File: src/rtl/vga_pkg.sv
// Shared frame-buffer constants, RGB332 pixel layout, arbiter grant encoding
// and fill-sequencer state encoding for the VRAM arbiter slice.
package vga_pkg;

  localparam int H_RES    = 640;
  localparam int V_RES    = 480;
  localparam int FB_DEPTH = H_RES * V_RES;
  localparam int ADDR_W   = 19;
  localparam int PIX_W    = 8;

  typedef struct packed {
    logic [2:0] r;
    logic [2:0] g;
    logic [1:0] b;
  } pixel_t;

  typedef enum logic [1:0] {
    GNT_NONE,
    GNT_DISP,
    GNT_CPU,
    GNT_FILL
  } gnt_e;

  typedef enum logic {
    FS_IDLE,
    FS_FILL
  } fill_state_e;

endpackage

File: src/rtl/vram_arbiter_if.sv
// Requester/memory bus of the VRAM arbiter: scanout reads, CPU writes,
// fill control and the single-port memory side.
interface vram_arbiter_if #(
  parameter int ADDR_W = vga_pkg::ADDR_W,
  parameter int PIX_W  = vga_pkg::PIX_W
);
  // CPU writes use valid/ready: wr_valid with stable wr_addr/wr_data is held
  // until a cycle where wr_ready=1; that cycle is the transfer. Scanout reads
  // are fire-and-forget: disp_req in N returns disp_rvalid/disp_rdata in N+2.
  logic              disp_req;
  logic [ADDR_W-1:0] disp_addr;
  logic              disp_rvalid;
  logic [PIX_W-1:0]  disp_rdata;
  logic              wr_valid;
  logic [ADDR_W-1:0] wr_addr;
  logic [PIX_W-1:0]  wr_data;
  logic              wr_ready;
  logic              wr_err;
  logic              fill_start;
  logic [PIX_W-1:0]  fill_color;
  logic              fill_busy;
  logic              fill_done;
  logic              mem_en;
  logic              mem_we;
  logic [ADDR_W-1:0] mem_addr;
  logic [PIX_W-1:0]  mem_wdata;
  logic [PIX_W-1:0]  mem_rdata;

  modport master (
    output disp_req, disp_addr, wr_valid, wr_addr, wr_data,
           fill_start, fill_color, mem_rdata,
    input  disp_rvalid, disp_rdata, wr_ready, wr_err, fill_busy, fill_done,
           mem_en, mem_we, mem_addr, mem_wdata
  );

  modport slave (
    input  disp_req, disp_addr, wr_valid, wr_addr, wr_data,
           fill_start, fill_color, mem_rdata,
    output disp_rvalid, disp_rdata, wr_ready, wr_err, fill_busy, fill_done,
           mem_en, mem_we, mem_addr, mem_wdata
  );

endinterface

File: src/rtl/vram_fill_seq.sv
// Full-frame fill sequencer: IDLE/FILL FSM plus address counter. Requests the
// memory while in FILL and advances one pixel per grant.
module vram_fill_seq
  import vga_pkg::*;
#(
  parameter int ADDR_W   = vga_pkg::ADDR_W,
  parameter int PIX_W    = vga_pkg::PIX_W,
  parameter int FB_DEPTH = vga_pkg::FB_DEPTH
) (
  input  logic              clk,
  input  logic              rst,
  input  logic              i_start,
  input  logic [PIX_W-1:0]  i_color,
  input  logic              i_gnt,
  output fill_state_e       o_state,
  output logic [ADDR_W-1:0] o_addr,
  output logic [PIX_W-1:0]  o_color,
  output logic              o_done
);

  localparam logic [ADDR_W-1:0] LAST_ADDR = ADDR_W'(FB_DEPTH - 1);

  fill_state_e       r_state, w_state_nxt;
  logic [ADDR_W-1:0] r_addr, w_addr_nxt;
  logic [PIX_W-1:0]  r_color, w_color_nxt;
  logic              r_done, w_done_nxt;

  always_ff @(posedge clk) begin
    if (rst) begin
      r_state <= FS_IDLE;
      r_addr  <= '0;
      r_color <= '0;
      r_done  <= 1'b0;
    end else begin
      r_state <= w_state_nxt;
      r_addr  <= w_addr_nxt;
      r_color <= w_color_nxt;
      r_done  <= w_done_nxt;
    end
  end

  // A start during FILL is ignored; the done pulse lands in IDLE so a start
  // coinciding with it begins a fresh frame.
  always_comb begin
    w_state_nxt = r_state;
    w_addr_nxt  = r_addr;
    w_color_nxt = r_color;
    w_done_nxt  = 1'b0;
    case (r_state)
      FS_IDLE: begin
        if (i_start) begin
          w_state_nxt = FS_FILL;
          w_addr_nxt  = '0;
          w_color_nxt = i_color;
        end
      end
      FS_FILL: begin
        if (i_gnt) begin
          if (r_addr == LAST_ADDR) begin
            w_state_nxt = FS_IDLE;
            w_done_nxt  = 1'b1;
          end else begin
            w_addr_nxt = r_addr + ADDR_W'(1);
          end
        end
      end
      default: w_state_nxt = FS_IDLE;
    endcase
  end

  assign o_state = r_state;
  assign o_addr  = r_addr;
  assign o_color = r_color;
  assign o_done  = r_done;

endmodule

File: src/rtl/vram_arbiter.sv
// VRAM arbiter: scanout reads have absolute priority; CPU writes and the fill
// engine share remaining cycles round-robin. Optional macro VRAM_ARB_STATS_EN.
module vram_arbiter
  import vga_pkg::*;
#(
  parameter int ADDR_W   = vga_pkg::ADDR_W,
  parameter int PIX_W    = vga_pkg::PIX_W,
  parameter int FB_DEPTH = vga_pkg::FB_DEPTH
) (
  input  logic          clk,
  input  logic          rst,
  vram_arbiter_if.slave bus
`ifdef VRAM_ARB_STATS_EN
  ,
  output logic [31:0]   stall_cnt,
  output logic [31:0]   fill_cycles
`endif
);

  localparam logic [ADDR_W-1:0] DEPTH_A = ADDR_W'(FB_DEPTH);

  gnt_e              w_gnt;
  fill_state_e       w_fill_state;
  logic              w_fill_busy;
  logic              w_fill_done;
  logic [ADDR_W-1:0] w_fill_addr;
  logic [PIX_W-1:0]  w_fill_color;
  logic              w_wr_in_range;
  logic [ADDR_W-1:0] w_addr_sel;
  logic [PIX_W-1:0]  w_wdata_sel;

  logic              r_rr_cpu;
  logic              r_mem_en;
  logic              r_mem_we;
  logic [ADDR_W-1:0] r_mem_addr;
  logic [PIX_W-1:0]  r_mem_wdata;
  logic              r_wr_err;
  logic              r_disp_rvalid;

  vram_fill_seq #(
    .ADDR_W  (ADDR_W),
    .PIX_W   (PIX_W),
    .FB_DEPTH(FB_DEPTH)
  ) u_fill (
    .clk    (clk),
    .rst    (rst),
    .i_start(bus.fill_start),
    .i_color(bus.fill_color),
    .i_gnt  (w_gnt == GNT_FILL),
    .o_state(w_fill_state),
    .o_addr (w_fill_addr),
    .o_color(w_fill_color),
    .o_done (w_fill_done)
  );

  assign w_fill_busy   = (w_fill_state == FS_FILL);
  assign w_wr_in_range = (bus.wr_addr < DEPTH_A);

  // r_rr_cpu=1 means the CPU wins the next cycle both writers contend.
  always_comb begin
    w_gnt = GNT_NONE;
    if (bus.disp_req) begin
      w_gnt = GNT_DISP;
    end else if (bus.wr_valid && w_fill_busy) begin
      w_gnt = r_rr_cpu ? GNT_CPU : GNT_FILL;
    end else if (bus.wr_valid) begin
      w_gnt = GNT_CPU;
    end else if (w_fill_busy) begin
      w_gnt = GNT_FILL;
    end
  end

  always_comb begin
    w_addr_sel  = '0;
    w_wdata_sel = '0;
    case (w_gnt)
      GNT_DISP: w_addr_sel = bus.disp_addr;
      GNT_CPU: begin
        w_addr_sel  = bus.wr_addr;
        w_wdata_sel = bus.wr_data;
      end
      GNT_FILL: begin
        w_addr_sel  = w_fill_addr;
        w_wdata_sel = w_fill_color;
      end
      default: ;
    endcase
  end

  always_ff @(posedge clk) begin
    if (rst) begin
      r_rr_cpu      <= 1'b1;
      r_mem_en      <= 1'b0;
      r_mem_we      <= 1'b0;
      r_mem_addr    <= '0;
      r_mem_wdata   <= '0;
      r_wr_err      <= 1'b0;
      r_disp_rvalid <= 1'b0;
    end else begin
      r_mem_en      <= (w_gnt == GNT_DISP) || (w_gnt == GNT_FILL) ||
                       ((w_gnt == GNT_CPU) && w_wr_in_range);
      r_mem_we      <= (w_gnt == GNT_FILL) || ((w_gnt == GNT_CPU) && w_wr_in_range);
      r_mem_addr    <= w_addr_sel;
      r_mem_wdata   <= w_wdata_sel;
      r_wr_err      <= (w_gnt == GNT_CPU) && !w_wr_in_range;
      r_disp_rvalid <= r_mem_en && !r_mem_we;
      if (w_gnt == GNT_CPU) begin
        r_rr_cpu <= 1'b0;
      end else if (w_gnt == GNT_FILL) begin
        r_rr_cpu <= 1'b1;
      end
    end
  end

  assign bus.wr_ready    = (w_gnt == GNT_CPU);
  assign bus.wr_err      = r_wr_err;
  assign bus.fill_busy   = w_fill_busy;
  assign bus.fill_done   = w_fill_done;
  assign bus.mem_en      = r_mem_en;
  assign bus.mem_we      = r_mem_we;
  assign bus.mem_addr    = r_mem_addr;
  assign bus.mem_wdata   = r_mem_wdata;
  assign bus.disp_rvalid = r_disp_rvalid;
  // Memory data arrives one cycle after the read strobe; pass it straight through.
  assign bus.disp_rdata  = r_disp_rvalid ? bus.mem_rdata : '0;

`ifdef VRAM_ARB_STATS_EN
  logic [31:0] r_stall_cnt;
  logic [31:0] r_fill_cycles;

  always_ff @(posedge clk) begin
    if (rst || bus.fill_start) begin
      r_stall_cnt   <= '0;
      r_fill_cycles <= '0;
    end else begin
      if (bus.wr_valid && (w_gnt != GNT_CPU) && (r_stall_cnt != '1)) begin
        r_stall_cnt <= r_stall_cnt + 32'd1;
      end
      if (w_fill_busy && (r_fill_cycles != '1)) begin
        r_fill_cycles <= r_fill_cycles + 32'd1;
      end
    end
  end

  assign stall_cnt   = r_stall_cnt;
  assign fill_cycles = r_fill_cycles;
`endif

endmodule

File: src/flat_wrapper.sv
// flat-port wrapper written by rule: the top's interface ports become plain ports
module vram_arbiter_flat import vga_pkg::*;
#(
  parameter int ADDR_W   = vga_pkg::ADDR_W,
  parameter int PIX_W    = vga_pkg::PIX_W,
  parameter int FB_DEPTH = vga_pkg::FB_DEPTH
)
  (clk, rst, bus_disp_req, bus_disp_addr, bus_wr_valid, bus_wr_addr, bus_wr_data, bus_fill_start, bus_fill_color, bus_mem_rdata, bus_disp_rvalid, bus_disp_rdata, bus_wr_ready, bus_wr_err, bus_fill_busy, bus_fill_done, bus_mem_en, bus_mem_we, bus_mem_addr, bus_mem_wdata);
  vram_arbiter_if #(.ADDR_W(ADDR_W), .PIX_W(PIX_W)) bus_i ();
  input  logic clk;
  input  logic rst;
  input wire logic [$bits(bus_i.disp_req)-1:0] bus_disp_req;
  input wire logic [$bits(bus_i.disp_addr)-1:0] bus_disp_addr;
  input wire logic [$bits(bus_i.wr_valid)-1:0] bus_wr_valid;
  input wire logic [$bits(bus_i.wr_addr)-1:0] bus_wr_addr;
  input wire logic [$bits(bus_i.wr_data)-1:0] bus_wr_data;
  input wire logic [$bits(bus_i.fill_start)-1:0] bus_fill_start;
  input wire logic [$bits(bus_i.fill_color)-1:0] bus_fill_color;
  input wire logic [$bits(bus_i.mem_rdata)-1:0] bus_mem_rdata;
  output wire logic [$bits(bus_i.disp_rvalid)-1:0] bus_disp_rvalid;
  output wire logic [$bits(bus_i.disp_rdata)-1:0] bus_disp_rdata;
  output wire logic [$bits(bus_i.wr_ready)-1:0] bus_wr_ready;
  output wire logic [$bits(bus_i.wr_err)-1:0] bus_wr_err;
  output wire logic [$bits(bus_i.fill_busy)-1:0] bus_fill_busy;
  output wire logic [$bits(bus_i.fill_done)-1:0] bus_fill_done;
  output wire logic [$bits(bus_i.mem_en)-1:0] bus_mem_en;
  output wire logic [$bits(bus_i.mem_we)-1:0] bus_mem_we;
  output wire logic [$bits(bus_i.mem_addr)-1:0] bus_mem_addr;
  output wire logic [$bits(bus_i.mem_wdata)-1:0] bus_mem_wdata;
  assign bus_i.disp_req = bus_disp_req;
  assign bus_i.disp_addr = bus_disp_addr;
  assign bus_i.wr_valid = bus_wr_valid;
  assign bus_i.wr_addr = bus_wr_addr;
  assign bus_i.wr_data = bus_wr_data;
  assign bus_i.fill_start = bus_fill_start;
  assign bus_i.fill_color = bus_fill_color;
  assign bus_i.mem_rdata = bus_mem_rdata;
  assign bus_disp_rvalid = bus_i.disp_rvalid;
  assign bus_disp_rdata = bus_i.disp_rdata;
  assign bus_wr_ready = bus_i.wr_ready;
  assign bus_wr_err = bus_i.wr_err;
  assign bus_fill_busy = bus_i.fill_busy;
  assign bus_fill_done = bus_i.fill_done;
  assign bus_mem_en = bus_i.mem_en;
  assign bus_mem_we = bus_i.mem_we;
  assign bus_mem_addr = bus_i.mem_addr;
  assign bus_mem_wdata = bus_i.mem_wdata;
  vram_arbiter #(.ADDR_W(ADDR_W), .PIX_W(PIX_W), .FB_DEPTH(FB_DEPTH)) u_core (.clk(clk), .rst(rst), .bus(bus_i));
endmodule
File: config.mk
export PLATFORM = sky130hd
export DESIGN_NAME = vram_arbiter_flat
export DESIGN_NICKNAME = d
export VERILOG_FILES = /design/src/rtl/vga_pkg.sv /design/src/rtl/vram_arbiter_if.sv /design/src/rtl/vram_fill_seq.sv /design/src/rtl/vram_arbiter.sv /design/src/flat_wrapper.sv
export SDC_FILE = /design/constraint.sdc
export NUM_CORES = 1
export LEC_CHECK = 0
export CAP_MARGIN = 0
export CORE_MARGIN = 2
export CORE_UTILIZATION = 43
export DETAILED_ROUTE_END_ITERATION = 7
export PLACE_DENSITY = 0.8
export REMOVE_ABC_BUFFERS = 1
export SLEW_MARGIN = 20
export SYNTH_ARGS = -nofsm -noshare
export SYNTH_HDL_FRONTEND = slang
export SYNTH_SLANG_ARGS = --single-unit
File: constraint.sdc
create_clock -name clk -period 2.2 [get_ports clk]
set_input_delay 0.22 -clock clk [delete_from_list [all_inputs] [get_ports clk]]
set_output_delay 0.22 -clock clk [all_outputs]
set_load 0.02 [all_outputs]
* After elaboration in Yosys (flattened, before gate mapping) *
Cells that the tools add are included.

storage, ports and cells
  bits in registers = 61
  input bits = 67
  output and inout bits = 42
  logic and storage cells = 54

operators by class
  add/subtract/negate cells = 1
  order comparisons = 1
  equality and inequality tests = 7
  muxes and demuxes = 19
  bitwise logic cells = 2
  reduce and logical (&&, ||, !) cells = 13

operator list
  operator               count
  $mux 19                3
  $pmux 19 s3            1
  $pmux 19 s2            1
  $add 19x1->19 const B  1
  $eq 19x19->1 const B   1
  $lt 19x19->1 const B   1
  $pmux 8 s2             1
  $mux 2                 4
  $mux 8                 1
  $mux 1                 7
  $ne 2x2->1 const B     3
  $eq 2x2->1 const B     2
  $logic_and 1x1->1      4
  $logic_or 1x1->1       3
  $reduce_and 3->1       1
  $reduce_or 3->1        1
  $eq 2x1->1 const B     1
  $logic_not 1->1        2
  $not 1->1              2
  $pmux 1 s2             1
  $reduce_and 2->1       1
  $reduce_bool 2->1      1

* Depth between registers and ports, before layout *
  depth in word-level cells = 7
  depth in mapped cells = 7
  mapped depth without buffers = 6

* By module *
Synthesis repeated with hierarchy kept, for this count alone.

unflattened totals
  cells, all modules = 302
  area total of the unflattened synthesis = 2733.9 µm²

modules (own cells, without submodules)
  module         instances  cells an instance  area each (µm²)  seq. area each (µm²)
  vram_fill_seq  1          174                1460.2           580.6
  vram_arbiter   1          128                1273.7           640.6

* Least setup slack after synthesis *
No wires, ideal clock.

  path type = flip-flop to flip-flop
  from = register u_core.u_fill.r_addr[14] (netlist: u_core.u_fill.o_addr[14])
  to = register u_core.u_fill.r_addr[16] (netlist: u_core.u_fill.o_addr[16])
  library setup time = 0.122 ns
  data arrival time = 1.821 ns
  required time = 2.078 ns
  path slack = 0.258 ns
  stages on the path, launching flop included = 7
  path buffers = 1
  clock period less this slack = 1.942 ns
  cells stage by stage = dfxtp_1 > or4b_4 > nor3_4 > a211oi_2 > buf_6 > and3_1 > a221o_1

between the ends
  cells in the longest elaborated chain, start to end = 4
  elaborated cells on any way between the ends = 7
  those cells by class = 1 x add/sub; 2 x eq/ne; 3 x mux; 1 x reduce/logical

RTL lines
  element                 RTL line             RTL
  from (decl)             vram_fill_seq.sv:24  logic [ADDR_W-1:0] r_addr, w_addr_nxt;
  from (signal assigned)  vram_fill_seq.sv:36  r_addr <= w_addr_nxt;
  $add 19x1->19           vram_fill_seq.sv:63  w_addr_nxt = r_addr + ADDR_W'(1);
  $mux 19                 vram_fill_seq.sv:59  if (r_addr == LAST_ADDR) begin
  $mux 19                 vram_fill_seq.sv:58  if (i_gnt) begin
  $pmux 19 s2             vram_fill_seq.sv:49  case (r_state)

Parallel ways exist; a longest one is shown, timed or not. The select of a mux whose other input is x is not followed.
A chain may end at the register's enable or synchronous reset.

* Worst setup path in the final report *
  from = input bus_wr_valid
  to = output bus_wr_ready

between the ends
  cells in the longest elaborated chain, start to end = 4
  elaborated cells on any way between the ends = 5
  those cells by class = 1 x eq/ne; 3 x mux; 1 x reduce/logical

RTL lines
  element                                      RTL line                                RTL
  from (decl)                                  flat_wrapper.sv:14                      input wire logic [$bits(bus_i.wr_valid)-1:0] bus_wr_valid;
  $mux 2 or $logic_and 1x1->1 (tied branches)  vram_arbiter.sv:66, vram_arbiter.sv:64
  $mux 2 (*)                                   vram_arbiter.sv:64                      end else if (bus.wr_valid && w_fill_busy) begin
  $mux 2 (*)                                   vram_arbiter.sv:62                      if (bus.disp_req) begin
  $eq 2x2->1 (*)                               vram_arbiter.sv:115                     assign bus.wr_ready = (w_gnt == GNT_CPU);
  to (decl)                                    flat_wrapper.sv:22                      output wire logic [$bits(bus_i.wr_ready)-1:0] bus_wr_ready;

Mark *: on every way between the ends. The rest lies on a longest branch, timed or not.

==> impl_results.md <==
- Fmax: 0.4854 GHz
- Clock Skews: 0.01068 ns
- Worst-path clk slew: 0.08 ns
- Syn Area/Cell: 8.913 um^2
- Post-synthesis register bit count: 61
- DR top layer: met4
- Synth async-reset ratio: 0%
- Final net count: 487
- Worst EP required: 1.98 ns
- CP endpoint kind: primary output
- Synthesized cell area: 2665 um^2
- CTS tree: yes
- Hold Violations, Final: 0
- Gr usage total: 24.16%
- Worst setup SP type: input port
- Hold Crit Class: input port to register
- Gr ovfl total: 0
- Clock period minus final worst setup slack: 2.060 ns
- Metal-1 WL: 3.321 mm
- Post-synth EDFFs: 0
- Setup CP Type: input port to primary output
- Diodes inserted: 0
- Setup ws final: 0.1401 ns
- Placement Rows: 28
- RD Place Congestion: 0.8544
- Count of cell types in the netlist: 53
- Max incr delay on CP: 0.65 ns
- Synth top area share: 45.82%
- Yosys Warn Count: 0
- CP dominant cell by count: clkdlybuf4s50_1
- Arrival @ worst endpoint: 1.84 ns
- Htree depth: 3
- Final hold slack: 0.4143 ns
- Slew margin rel.: 64.94%
- Vias per cell: 5.754
- Clock Root Buffer: clkbuf_8
- Routed WL per cell: 16.08 um
- Die height: 82.73 um
- Register area share after synthesis: 45.82%
- Total power: 2585 uW
- DRT Wirelength: 8.024 mm
- DR vias: 2871
- Gate Count Post-Synth: 299
- Most area-consuming cells after synthesis: dfxtp_1 46%, a222oi_1 7.1%, nor2_1 6.3%
- Core area: 5956 um^2
- Met2 wire length: 3.824 mm
- I/O Buffers: 108
- Share of cells above drive strength 1: 12.74%
- MaxCap Viol Count: 0
- CP Cell Sequence: clkdlybuf4s50_1 > nand2b_1 > a21oi_4 > clkdlybuf4s50_1
- Top-Level Pins: 109
- Synth area leader: dfxtp_1
- DPL Wire Length: 5.798 mm
- Setup TNS: 0 ns
- Largest net degree at the start of global routing: 25
- Iteration-0 DRC Markers: 328
- Max VDD drop: 377.6 uV
- Clk buf depth: 2
- Worst-path fanout max: 8
- Dpl ws: 0.1166 ns
- Die footprint: 6843 um^2
- Worst skew pair latency: 0.35 ns
- Predominant post-synthesis flop cell: dfxtp_1
- DRC viols: 0
- Slew Viols, Final: 0
- CTS sink count: 61
- Chip width: 82.73 um
- Status: complete, no violations
- Worst path slowest cell: clkdlybuf4s50_1
- Antenna viol nets, final: 0
- First-pass GRT wire length: 12.54 mm
- Vias in the first global route: 2620
- Initial core utilization: 44.75%
- Initial antenna violation count: 0
- Tcrit/Tclk final: 93.63%
- Met3 Wirelength: 774 um
- First-pass DRT Iterations: 8
- Slew at the pin with the worst max-slew slack: 0.5246 ns
- Power Density: 626.9 nW/um^2
- Leakage: 0.001545 uW
- Layout area overhead: 54.69%
- Total CTS buffers: 9
- RSZ-0062 raised after global routing: no
- Final setup violation count: 0
sequential cells by signal, indices dropped and copies added, names as in the netlist:
signal / flops
u_core.r_rr_cpu: 1
u_core.u_fill.o_state: 1
u_core.bus.mem_addr: 19
u_core.bus.wr_err: 1
u_core.u_fill.o_done: 1
u_core.bus.mem_wdata: 8
u_core.u_fill.o_color: 8
u_core.bus.mem_en: 1
u_core.bus.disp_rvalid: 1
u_core.bus.mem_we: 1
u_core.u_fill.o_addr: 19
power by group:
part	internal, uW	switching [uW]	total, uW	leakage [uW]
Sequential	1140	18.2	1160	0.000498
Combinational	229	193	422	0.000955
Clock	526	475	1000	0.0000918
layout make-up:
class	count	area (um^2)
Sequential cell	61	1221
Multi-Input combinational cell	213	1348
Clock buffer	9	123.9
Tap cell	75	93.84
Inverter	4	15.01
Timing Repair Buffer	130	1246
Clock inverter	7	75.07
Fill cell	466	1833
layout by cell type, fill, tap and decap left out, drive strengths merged, types with 4 or more instances in the layout:
cell type,instances
clkdlybuf4s50,108
dfxtp,61
nor2,46
nand2,29
buf,22
a222oi,19
a21oi,17
and3,10
clkbuf,9
and2,8
nand3,8
a22oi,8
nand4,8
a221o,6
inv,5
a31oi,4
nor3,4
o21ai,4
per-stage QoR:
step | cell area, um^2 | utilization, % | std cells
finish | 4123 | 69.22 | 499
global route | 4123 | 69.22 | 499
CTS | 4115 | 69.10 | 499
detailed placement | 3916 | 65.76 | 483
global placement | 3916 | 65.76 | 483
floorplan | 2570 | - | 278
Yosys cell counts (3+ instances only):
cell type	n
nor2_1	45
inv_1	4
a21oi_1	16
nand2b_1	3
a21o_1	3
clkbuf_1	15
a222oi_1	19
and3_2	4
a22oi_1	8
nor2b_1	3
nand2_1	28
and3_1	6
dfxtp_1	61
a31oi_1	4
nand3_1	8
and2_1	8
nand4_1	7
a221o_1	6
what timing repair did:
action / CTS / global route
endpoints found under the hold margin: 0 / 0
setup buffers: 0 / 0
resized for setup: 0 / 1
hold buffers: 0 / 0
setup endpoints to repair: 0 / 1
layer usage:
layer,track usage [%],vias up
met1,32.18,1353
met5,0,-
met4,10.00,0
met3,3.696,9
met2,39.11,150
li1,-,1359
worst max-delay path, delay by kind of cell:
family          cells  cell delay (ns)
simple gates        1             0.15
compound gates      1             0.24
buf+inv             2             1.23
logic make-up after synthesis:
| group | Yosys count | synth area share (%) |
|---|---|---|
| and+or+nand+nor | 132 | 25.73 |
| buffers and inverters | 25 | 4.131 |
| DFF | 61 | 45.82 |
| muxes | 3 | 1.174 |
| xor gates and xnor gates | 1 | 0.3287 |
| AOI/OAI and AO/OA | 76 | 22.35 |
| adders and majority gates | 1 | 0.4694 |
final timing paths:
path / from / to / slack, ns / cells past startpoint
setup / recovery: bus_wr_valid / bus_wr_ready / 0.14 / 4
hold / removal: bus_fill_color[4] / u_core.u_fill.o_color[4] / 0.41 / 3
setup reg to reg: u_core.u_fill.o_addr[14] / u_core.u_fill.o_addr[13] / 0.15 / 6
hold reg to reg: u_core.bus.mem_we / u_core.bus.disp_rvalid / 0.44 / 1
Note: power is estimated with default switching activity, not from simulation.
==> variant (same flow settings) <==
Take the reset off `r_mem_addr` and `r_mem_wdata` and load them in a clocked block of their own.
--- a/src/rtl/vram_arbiter.sv
+++ b/src/rtl/vram_arbiter.sv
@@ -92,16 +92,12 @@
       r_rr_cpu      <= 1'b1;
       r_mem_en      <= 1'b0;
       r_mem_we      <= 1'b0;
-      r_mem_addr    <= '0;
-      r_mem_wdata   <= '0;
       r_wr_err      <= 1'b0;
       r_disp_rvalid <= 1'b0;
     end else begin
       r_mem_en      <= (w_gnt == GNT_DISP) || (w_gnt == GNT_FILL) ||
                        ((w_gnt == GNT_CPU) && w_wr_in_range);
       r_mem_we      <= (w_gnt == GNT_FILL) || ((w_gnt == GNT_CPU) && w_wr_in_range);
-      r_mem_addr    <= w_addr_sel;
-      r_mem_wdata   <= w_wdata_sel;
       r_wr_err      <= (w_gnt == GNT_CPU) && !w_wr_in_range;
       r_disp_rvalid <= r_mem_en && !r_mem_we;
       if (w_gnt == GNT_CPU) begin
@@ -110,6 +106,11 @@
         r_rr_cpu <= 1'b1;
       end
     end
+  end
+
+  always_ff @(posedge clk) begin
+    r_mem_addr  <= w_addr_sel;
+    r_mem_wdata <= w_wdata_sel;
   end
 
   assign bus.wr_ready    = (w_gnt == GNT_CPU);
Check against the original RTL: not equivalent (a bounded check fails within 4 cycles, from zero or initial values and one cycle with rst high).
==> variant against the unedited design <==
  * Count of clock-buffer cells in the layout up 2
  * Fmax fell by 0.16%
  * Wire length shrank 0.49%
  * Critical path depth stayed put
  * Cell area is essentially flat
  * Area after synthesis shrank 0.56%
  * First-iteration DRC count down 15%
  * Total power increased by 3.9%
  * Sequential cell count unchanged
  * Final cell count fell by 2.2%
  * Clock power is 6% higher
  * Core utilization hardly changed
  * Worst setup slack worse by 3.3 ps
  * Clock skew is 4.3 ps lower
  * Largest power group unchanged
==> variant: results (changes against the unedited design) <==
Critical path
  • CP Max Fanout: 5 (was 8)
  • Worst Path Arrival: 1840 ps (about the same)
  • CP peak stage delay: 620 ps (was 650 ps)

Logic synthesis
  • Most used DFF post-synth: dfxtp_1 (unchanged)
  • EDFF count, synth: 0 (unchanged)
  • Most frequent cells after synthesis: dfxtp_1 (61), nand2_1 (29), inv_1 (23) (was dfxtp_1 (61), nor2_1 (45), nand2_1 (28))
  • Synth top area cells: dfxtp_1 (46%), a222oi_1 (7.2%), nand2_1 (4.1%), a21oi_1 (3.6%), inv_1 (3.3%) (was dfxtp_1 (46%), a222oi_1 (7.1%), nor2_1 (6.3%), nand2_1 (3.9%), a21oi_1 (3.0%))
  • Netlist cell types: 56 (was 53)
  • Synth warn: 0 (unchanged)
  • Sequential-to-total area share from yosys stat: 46.1% (was 45.8%)

GRT
  • Tot GR Track Use: 23.4% (was 24.2%)
  • Largest net degree at the start of global routing: 33 (was 25)
  • First-pass GRT wire length: 11900 um (was 12500 um)
  • Vias in the first global route: 2494 (was 2620)

Hold path
  • Tightest Hold Check Type: register to register (was input pin to register)

Place
  • Post-DP HPWL: 5720 um (was 5800 um)
  • RePlAce Congestion: 0.928 (was 0.854)
  • Port Buffers: 108 (unchanged)

Final layout
  • Diode count: 0 (unchanged)
  • Final net count: 476 (was 487)
  • Fraction of layout cells with a size suffix above 1: 11.9% (was 12.7%)

Drt
  • First DRT Iteration DRCs: 280 (was 328)
  • Via count: 2753 (was 2871)
  • WL/cell: 16.4 um (was 16.1 um)
  • DRT Pass-1 Iters: 5 (was 8)

STA
  • Clk_skew: 6.35 ps (was 10.7 ps)
  • Worst slew margin: 58.2% (was 64.9%)

CTS
  • Root Buffer: clkbuf_8 (unchanged)
  • Clock Pin Slew Worst Setup and Hold Paths: 70 ps
  • TritonCTS Buffers: 9 (unchanged)
  • Clk_lat worst skew: 340 ps
  • Longest Clk Path Bufs: 2 (unchanged)
  • Post-CTS setup buffers: 0 (unchanged)

Run status
  • Outcome: completed (unchanged)

Power
  • Power Density: 652 mW/mm^2 (was 627 mW/mm^2)
  • Peak supply drop: 0.345 mV (was 0.378 mV)
  • Leak Pwr: 1.63 nW (was 1.54 nW)
## variant: where the power goes
part / leakage [nW] / switching, mW / internal (mW)
combinational: 1.03 / 0.197 / 0.248
sequential: 0.502 / 0.0198 / 1.16
clock: 0.107 / 0.432 / 0.633
total: 1.63 / 0.649 / 2.04
## variant: final cells by class
cell class / count / area, um^2
sequential: 61 / 1220
clock inverter: 5 / 75.1
fill: 465 / 1840
inverter: 23 / 86.3
timing repair buffer: 127 / 1220
multi-input combinational: 186 / 1290
tap: 75 / 93.8
clock buffer: 11 / 131
## variant: kinds of logic (layout without fill, tap and decap cells)
| logic type | count (synthesis) | in the layout | share of synthesized area (%) |
|---|---|---|---|
| simple gates | 99 | 99 | 21.0 |
| compound gates | 82 | 82 | 25.0 |
| flops | 61 | 61 | 46.1 |
| buf+inv | 40 | 166 | 5.85 |
| mux | 3 | 3 | 1.27 |
| fa+ha+maj | 1 | 1 | 0.472 |
| xor+xnor | 1 | 1 | 0.331 |
## variant: path summary, 6_finish.rpt
check,from,endpoint,slack [ps],depth (start not counted)
worst max-delay path,u_core.r_rr_cpu$_SDFFE_PP1P_,bus_wr_ready,140,4
worst max register to register,u_core.u_fill.o_addr[1]$_SDFFE_PP0P_,u_core.u_fill.o_addr[10]$_SDFFE_PP0P_,140,6
worst min register to register,u_core.bus.mem_we$_SDFF_PP0_,u_core.bus.disp_rvalid$_SDFF_PP0_,420,1
worst min-delay path,u_core.bus.mem_we$_SDFF_PP0_,u_core.bus.disp_rvalid$_SDFF_PP0_,420,1
## variant: layer usage
| layer | vias up | track usage [%] | routed length (um) |
|---|---|---|---|
| li1 | 1324 | - | - |
| met1 | 1281 | 29.7 | 3300 |
| met2 | 132 | 37.7 | 3880 |
| met3 | 16 | 4.24 | 641 |
| met4 | 0 | 12.3 | 155 |
| met5 | - | 0 | 0 |
## variant: per-stage QoR
stage          instance area, um^2  std cells  setup slack [ps]  hold WS [ps]  util [%]
2_1_floorplan                 2580        270              -329           288         -
3_3_place_gp                  3900        472               176           404      65.5
3_5_place_dp                  3900        472               127           414      65.5
4_1_cts                       4110        488              89.8           411      69.0
5_1_grt                       4120        488              2.82           425      69.2
6_report                      4120        488               137           419      69.2
## variant: critical path: cells and delay by family, from the launching register on
family / cells / cell delay, ps
AOI/OAI and AO/OA: 1 / 210
and+or+nand+nor: 1 / 210
DFF: 1 / 410
buffers and inverters: 2 / 670
